File: src/rtl/tube_pkg.sv
// Shared constants, register layout and hex font for the seven-segment scanner.
package tube_pkg;

  localparam logic [2:0] TUBE_ADDR_LO   = 3'b000;
  localparam logic [2:0] TUBE_ADDR_HI   = 3'b010;
  localparam logic [2:0] TUBE_ADDR_CTRL = 3'b100;

  localparam logic [7:0]  SEG_OFF    = 8'hFF;
  localparam logic [15:0] CTRL_RESET = 16'h00FF;

  // Control register: upper byte lights decimal points, lower byte blanks digits.
  typedef struct packed {
    logic [7:0] dp;
    logic [7:0] blank;
  } tube_ctrl_t;

  // Active-low gfedcba pattern for one hex nibble.
  function automatic logic [6:0] hex_seg(input logic [3:0] nibble);
    logic [6:0] seg;
    case (nibble)
      4'h0: seg = 7'h40;
      4'h1: seg = 7'h79;
      4'h2: seg = 7'h24;
      4'h3: seg = 7'h30;
      4'h4: seg = 7'h19;
      4'h5: seg = 7'h12;
      4'h6: seg = 7'h02;
      4'h7: seg = 7'h78;
      4'h8: seg = 7'h00;
      4'h9: seg = 7'h10;
      4'hA: seg = 7'h08;
      4'hB: seg = 7'h03;
      4'hC: seg = 7'h46;
      4'hD: seg = 7'h21;
      4'hE: seg = 7'h06;
      default: seg = 7'h0E;
    endcase
    return seg;
  endfunction

endpackage

File: src/rtl/tube_scan_if.sv
// CPU-side I/O bus between memorio/control32 and the tube peripheral.
interface tube_scan_if;

  logic        iowrite;
  logic        ioread;
  logic        tubectrl;
  logic [2:0]  address;
  logic [15:0] write_data;
  logic [15:0] ioread_tube;

  // Bus master (CPU side) drives strobes and data, receives readback.
  modport master (
    output iowrite,
    output ioread,
    output tubectrl,
    output address,
    output write_data,
    input  ioread_tube
  );

  // Peripheral side.
  modport slave (
    input  iowrite,
    input  ioread,
    input  tubectrl,
    input  address,
    input  write_data,
    output ioread_tube
  );

endinterface

File: src/rtl/tube_hex_decoder.sv
// Combinational 4-to-7 hex decoder for the active-low segment cathodes.
module tube_hex_decoder
  import tube_pkg::*;
(
  input  logic [3:0] nibble,
  output logic [6:0] seg
);

  // Pure lookup through the shared font.
  always_comb begin
    seg = hex_seg(nibble);
  end

endmodule

File: src/rtl/tube_scan.sv
// Memory-mapped 8-digit seven-segment scanner with an anti-ghost blanking gap.
module tube_scan
  import tube_pkg::*;
#(
  parameter int unsigned SCAN_DIV     = 23000,
  parameter int unsigned BLANK_CYCLES = 230
) (
  input  logic        clock,
  input  logic        reset,
  tube_scan_if.slave  bus,
  output logic [7:0]  seg_n,
  output logic [7:0]  an_n
);

  localparam int unsigned DivW = $clog2(SCAN_DIV);

  logic [15:0]     data_lo;
  logic [15:0]     data_hi;
  tube_ctrl_t      ctrl;
  logic [DivW-1:0] div_cnt;
  logic [2:0]      dig;
  logic [15:0]     rd_data;
  logic [31:0]     data_all;
  logic [3:0]      cur_nib;
  logic [6:0]      cur_seg;
  logic            slot_dark;
  logic            write_en;

  assign write_en = bus.iowrite & bus.tubectrl;

  // Register file: full 16-bit stores only, unknown addresses dropped.
  always_ff @(posedge clock) begin
    if (reset) begin
      data_lo <= '0;
      data_hi <= '0;
      ctrl    <= CTRL_RESET;
    end else if (write_en) begin
      case (bus.address)
        TUBE_ADDR_LO:   data_lo <= bus.write_data;
        TUBE_ADDR_HI:   data_hi <= bus.write_data;
        TUBE_ADDR_CTRL: ctrl    <= bus.write_data;
        default: ;
      endcase
    end
  end

  // Combinational readback; sees the pre-write value on a simultaneous store.
  always_comb begin
    rd_data = 16'h0000;
    if (bus.ioread && bus.tubectrl) begin
      case (bus.address)
        TUBE_ADDR_LO:   rd_data = data_lo;
        TUBE_ADDR_HI:   rd_data = data_hi;
        TUBE_ADDR_CTRL: rd_data = ctrl;
        default:        rd_data = 16'h0000;
      endcase
    end
  end

  assign bus.ioread_tube = rd_data;

  // Prescaler and digit counter; the digit advances when the prescaler wraps.
  always_ff @(posedge clock) begin
    if (reset) begin
      div_cnt <= '0;
      dig     <= '0;
    end else if (div_cnt == DivW'(SCAN_DIV - 1)) begin
      div_cnt <= '0;
      dig     <= dig + 3'd1;
    end else begin
      div_cnt <= div_cnt + 1'b1;
    end
  end

  assign data_all = {data_hi, data_lo};
  assign cur_nib  = data_all[{dig, 2'b00} +: 4];

  tube_hex_decoder u_hex_decoder (
    .nibble (cur_nib),
    .seg    (cur_seg)
  );

  // Anodes stay off during the slot's leading gap so the previous digit cannot ghost.
  assign slot_dark = (32'(div_cnt) < BLANK_CYCLES) || ctrl.blank[dig];

  // Registered drive, one cycle behind the counters and registers.
  always_ff @(posedge clock) begin
    if (reset || slot_dark) begin
      an_n  <= SEG_OFF;
      seg_n <= SEG_OFF;
    end else begin
      an_n  <= ~(8'b1 << dig);
      seg_n <= {~ctrl.dp[dig], cur_seg};
    end
  end

endmodule

File: src/flat_wrapper.sv
// flat-port wrapper written by rule: the top's interface ports become plain ports
module tube_scan_flat import tube_pkg::*;
#(
  parameter int unsigned SCAN_DIV     = 23000,
  parameter int unsigned BLANK_CYCLES = 230
)
  (clock, reset, seg_n, an_n, bus_iowrite, bus_ioread, bus_tubectrl, bus_address, bus_write_data, bus_ioread_tube);
  tube_scan_if bus_i ();
  input  logic clock;
  input  logic reset;
  output logic [7:0] seg_n;
  output logic [7:0] an_n;
  input wire logic [$bits(bus_i.iowrite)-1:0] bus_iowrite;
  input wire logic [$bits(bus_i.ioread)-1:0] bus_ioread;
  input wire logic [$bits(bus_i.tubectrl)-1:0] bus_tubectrl;
  input wire logic [$bits(bus_i.address)-1:0] bus_address;
  input wire logic [$bits(bus_i.write_data)-1:0] bus_write_data;
  output wire logic [$bits(bus_i.ioread_tube)-1:0] bus_ioread_tube;
  assign bus_i.iowrite = bus_iowrite;
  assign bus_i.ioread = bus_ioread;
  assign bus_i.tubectrl = bus_tubectrl;
  assign bus_i.address = bus_address;
  assign bus_i.write_data = bus_write_data;
  assign bus_ioread_tube = bus_i.ioread_tube;
  tube_scan #(.SCAN_DIV(SCAN_DIV), .BLANK_CYCLES(BLANK_CYCLES)) u_core (.clock(clock), .reset(reset), .bus(bus_i), .seg_n(seg_n), .an_n(an_n));
endmodule
File: config.mk
export PLATFORM = sky130hd
export DESIGN_NAME = tube_scan_flat
export DESIGN_NICKNAME = d
export VERILOG_FILES = /design/src/rtl/tube_pkg.sv /design/src/rtl/tube_scan_if.sv /design/src/rtl/tube_hex_decoder.sv /design/src/rtl/tube_scan.sv /design/src/flat_wrapper.sv
export SDC_FILE = /design/constraint.sdc
export NUM_CORES = 1
export LEC_CHECK = 0
export BUFFER_PORTS_ARGS = -buffer_cell sky130_fd_sc_hd__buf_2
export CAP_MARGIN = 20
export CORE_MARGIN = 2
export CORE_UTILIZATION = 35
export CTS_CLUSTER_SIZE = 8
export DETAILED_ROUTE_END_ITERATION = 12
export SYNTH_ARGS = -nofsm -noshare
export SYNTH_HDL_FRONTEND = slang
export SYNTH_SLANG_ARGS = --single-unit
File: constraint.sdc
create_clock -name clock -period 3 [get_ports clock]
set_clock_uncertainty 0.15 [all_clocks]
set_input_delay 0.15 -clock clock [delete_from_list [all_inputs] [get_ports clock]]
set_output_delay 0.15 -clock clock [all_outputs]
set_load 0.01 [all_outputs]
==> Yosys cells after proc, flatten, opt, wreduce, memory -nomap -nowiden <==
Memory sizes are Yosys's and may differ from the RTL's. A register that Yosys moved wholly into a read port is not among the register bits.
Cells that the tools add are included.
{ "totals": {"regBits": 82, "latch_bits": 0, "mem_bits_rw": 0, "rom_bits": 112, "in_bits": 24, "out_inout_bits": 32, "n_memories": 1} }
{ "memory_table": {"columns": ["name", "depth", "width", "read_ports", "rd_clocked_by_memory_dff", "write_ports", "line", "text"], "rows": [
  ["(name not given)", 16, 7, 1, 1, 0, "tube_pkg.sv:20", "case (nibble)"]
]} }
{ "op_classes": {"addsub": 2, "multipliers": 0, "div_mod_pow": 0, "magnitude_cmp": 2, "n_eq_ne": 3, "shifts": 2, "muxes": 6, "bitwise": 3, "reduce_logical": 8} }
{ "ops": {"columns": ["cell", "count"], "rows": [
  ["$pmux 16 s3", 1],
  ["$shiftx 32x6->4", 1],
  ["$mux 16", 1],
  ["$add 15x1->15 const B", 1],
  ["$eq 15x15->1 const B", 1],
  ["$lt 15x8->1 const B", 1],
  ["$not 8->8", 1],
  ["$shl 1x3->8 const A", 1],
  ["$bmux 1 s3", 2],
  ["$reduce_and 2->1", 3],
  ["$lt 3x4->1 const B", 1],
  ["$add 3x1->3 const B", 1],
  ["$eq 3x2->1 const B", 1],
  ["$eq 3x3->1 const B", 1],
  ["$logic_not 3->1", 1],
  ["$logic_or 1x1->1", 2],
  ["$mux 1", 2],
  ["$reduce_or 2->1", 1],
  ["$and 1x1->1", 1],
  ["$logic_and 1x1->1", 1],
  ["$not 1->1", 1]
]} }

==> Logic depth before layout (Yosys ltp) <==
{ "depth": {"ltp_word": 4, "mapped_depth": 10, "ltp_nobuf": 8} }

==> Cells and area by module <==
A second synthesis with hierarchy kept.
{ "hier_totals": {"hier_cells": 480, "hier_area_um2": 4126.5} }
{ "modules_own_cells": {"columns": ["mod", "n_inst", "cells_each", "area_per_inst_um2"], "rows": [
  ["tube_scan", 1, 448, 3851.2],
  ["tube_hex_decoder", 1, 32, 275.3]
]} }

==> Worst setup path before layout <==
OpenSTA, ideal clock, no wires.
{ "synth_path": {"path_type": "reg2reg", "startpoint": "reg u_core.dig[0]", "endpoint": "reg u_core.seg_n[3]", "setup_time_ns": 0.156, "arrival_time_ns": 2.090, "setup_slack_ns": 0.604, "path_stages_with_launch": 9, "synth_period_minus_slack_ns": 2.396, "path_cell_list": "dfxtp_1 > buf_6 > buf_6 > mux4_2 > mux2i_1 > inv_1 > ha_1 > o211ai_1 > o311ai_0"} }
{ "synth_between": {"elab_chain_len": 4} }
{ "synth_lines": {"columns": ["element", "line", "text"], "rows": [
  ["start: declaration", "tube_scan.sv:21", "logic [2:0] dig;"],
  ["start signal: assignment", "tube_scan.sv:69", "dig <= dig + 3'd1;"],
  ["parallel branches: the longest is 4 deep, another holds $shiftx 32x6->4", null, null],
  ["end: declaration", "tube_scan.sv:11", "output logic [7:0] seg_n,"]
]} }
Several ways; the timed one is not identified. The select of a mux whose other input is x is not followed.
A chain may end at the register's enable or synchronous reset.

==> Final worst setup path <==
Same ends and word-level chain as after synthesis.

==> results.json <==
{
  "post_cts_resized": 0,
  "numClockSinks": 82,
  "final-max-slew-violation-count": 0,
  "ys_warn_count": 0,
  "nFillCells": 1072,
  "critPathCaptureType": "flip-flop",
  "port_buffers": 55,
  "finalSetupViolations": 0,
  "final_core_util_pct": 43.7,
  "status": "complete, no violations",
  "crit_type": "reg -> reg",
  "ios": 56,
  "via_per_inst": 5.08,
  "seq_area_frac_synth_pct": 41.3,
  "cts_buffers": 9,
  "first_pass_iters": 4,
  "grt-ovfl-total": 0,
  "ir_drop_mv": 0.275,
  "dieArea_um2": 12200,
  "period_needed_ns": 2.71,
  "final_cells": 647,
  "synth_cell_types": 36,
  "final_common_cell": "nor2_1",
  "timing.final.hold_violations": 0,
  "die_w_um": 111,
  "min_period_over_period_pct": 90.4,
  "tns_ns": 0,
  "drc": 0,
  "path_max_fanout": 8,
  "start_util_pct": 36.2,
  "h-tree-depth": 3,
  "core_um2": 11000,
  "num_vias": 3287,
  "hold_class": "in -> reg",
  "worst_slew_pin_slew_ns": 1.03,
  "antenna_left": 0,
  "async_reset_ff_share_pct": 0,
  "pwr-share-clk_pct": 46.0,
  "p_sw_share_pct": 22.1,
  "dpl.hpwl_um": 6860,
  "critPathLaunchType": "flip-flop",
  "routabilityCongestion": 0.870,
  "cts_tree": "yes",
  "p_per_area_nw_per_um2": 482,
  "slew_headroom_pct": 31.1,
  "p_seq_share_pct": 48.1,
  "clkLatencyLatePin_ns": 0.33,
  "netlist_instances": 441,
  "netSwitchingPower_mw": 0.512,
  "dp_cells": 615,
  "dieHeight_um": 111,
  "max_freq_ghz": 0.369,
  "power_frac_comb_pct": 6.0,
  "antenna_found_initial": 0,
  "syn_to_final_growth_pct": 20.7,
  "drive_above_1_share_pct": 19.1,
  "synthesis.area_um2": 3980,
  "clk_pin_slew_worst_paths_ns": 0.06,
  "grt_start_max_net_pins": 55,
  "rsz0062_at_grt": "false",
  "wl_um": 9790,
  "rows": 38,
  "grt_first_pass_wirelength_um": 16200,
  "ys_ff_latch": 82,
  "post_drt_wl_per_cell_um": 15.1,
  "synth_flop_cell": "dfxtp_1",
  "track_usage_pct": 16.5,
  "clk_path_buf_depth": 2,
  "drt_iter0_markers": 142,
  "cts-root-buf": "clkbuf_16",
  "antennaDiodeCount": 0,
  "max-cap-violations": 0,
  "postSynthAreaPerCell_um2": 9.02,
  "grt_pass1_vias": 3228,
  "worst_ep_arrival_time_ns": 2.72,
  "p_int_mw": 1.80,
  "synth_edf_count": 0,
  "syn_nets": 477,
  "worstPathRequired_ns": 3.00,
  "mostFrequentLayoutCells": "nor2_1, dfxtp_1, nand2_1",
  "nets": 538,
  "cellLeakagePower_nw": 1.94
}
[critical path: stages (launching register included)]
cell and delay [ns]:
dfxtp_1 0.59, mux4_2 0.56, mux2i_1 0.46, inv_1 0.16
ha_1 0.27, o211ai_1 0.19, o311ai_0 0.16
[cells in the mapped netlist, types with 5 or more instances]
cell type | number | area share, %
xnor2_1 | 8 | 1.8
nor2b_1 | 10 | 1.6
nor2_1 | 84 | 7.9
dfxtp_1 | 82 | 41
mux4_2 | 12 | 6.8
xor2_1 | 5 | 1.1
ha_1 | 12 | 3.8
a211o_1 | 9 | 2.0
a21oi_1 | 33 | 4.2
clkbuf_1 | 16 | 1.5
nand2_1 | 56 | 5.3
mux2i_1 | 46 | 12
nand3_1 | 14 | 1.8
buf_2 | 8 | 1.0
inv_1 | 10 | 0.94
nor3_1 | 5 | 0.63
[metrics by stage]
step	power [mW]	setup WS, ns	hold WS (ns)	area (um2)
after floorplan	1.21	0.604	0.118	3980
after global placement	1.26	0.413	0.238	4350
after detailed placement	1.26	0.283	0.237	4350
after CTS	2.34	0.258	0.195	4800
after global routing	2.40	0.0872	0.231	4800
final	2.32	0.287	0.203	4800
[path summary, 6_finish.rpt]
path	end	slack, ns	cells after the start	start
worst max register to register	u_core.seg_n[3]$_SDFF_PP1_	0.29	6	u_core.dig[0]$_SDFFE_PP0N_
worst min-delay path	u_core.data_lo[9]$_SDFFE_PP0P_	0.20	5	bus_address[0]
worst max-delay path	u_core.seg_n[3]$_SDFF_PP1_	0.29	6	u_core.dig[0]$_SDFFE_PP0N_
worst min register to register	u_core.div_cnt[0]$_SDFF_PP0_	0.30	1	u_core.div_cnt[0]$_SDFF_PP0_
[layer usage]
layer | vias to the layer above | routed length, um | GRT usage (%)
met1 | 1587 | 4580 | 21.0
met5 | - | 0 | 0
met2 | 58 | 4700 | 27.0
met3 | 17 | 306 | 3.79
met4 | 0 | 201 | 6.58
li1 | 1625 | - | -
[state kept, by name, indices dropped and copies added, names as in the netlist]
name and count:
u_core.dig 3, u_core.div_cnt 15, u_core.an_n 8, u_core.seg_n 8, u_core.ctrl 16, u_core.data_lo 16, u_core.data_hi 16
[layout make-up]
cell class	count	area [um2]	share of cell area (%)
Sequential cell	82	1640	34.2
Multi-Input combinational cell	321	2170	45.2
Tap cell	140	175	3.65
Clock inverter	5	55.1	1.15
Clock buffer	11	233	4.85
Inverter	10	37.5	0.782
Timing Repair Buffer	78	488	10.2
[what timing repair did]
item / 4_1_cts / 5_1_grt
hold endpoints to repair: 48 / 0
endpoints found under the setup margin: 0 / 0
buffers inserted: 0 / 0
hold buffers: 16 / 0
[power groups by stage]
stage / logic (mW) / registers (mW) / clock network, mW
floorplan: 0.0806 / 1.13 / 0
global placement: 0.120 / 1.14 / 0
global route: 0.154 / 1.11 / 1.13
CTS: 0.139 / 1.11 / 1.09
detailed placement: 0.123 / 1.14 / 0
finish: 0.138 / 1.11 / 1.06
[cell families (layout without fill, tap and decap cells)]
| group | count (synthesis) | count (layout) | synth area share [%] |
|---|---|---|---|
| compound gates | 54 | 54 | 8.87 |
| xor+xnor | 13 | 13 | 2.86 |
| fa+ha+maj | 12 | 12 | 3.77 |
| buf+inv | 38 | 104 | 4.40 |
| flops | 82 | 82 | 41.3 |
| mux | 61 | 61 | 19.3 |
| simple gates | 181 | 181 | 19.6 |
Note: power is estimated with default switching activity, not from simulation.
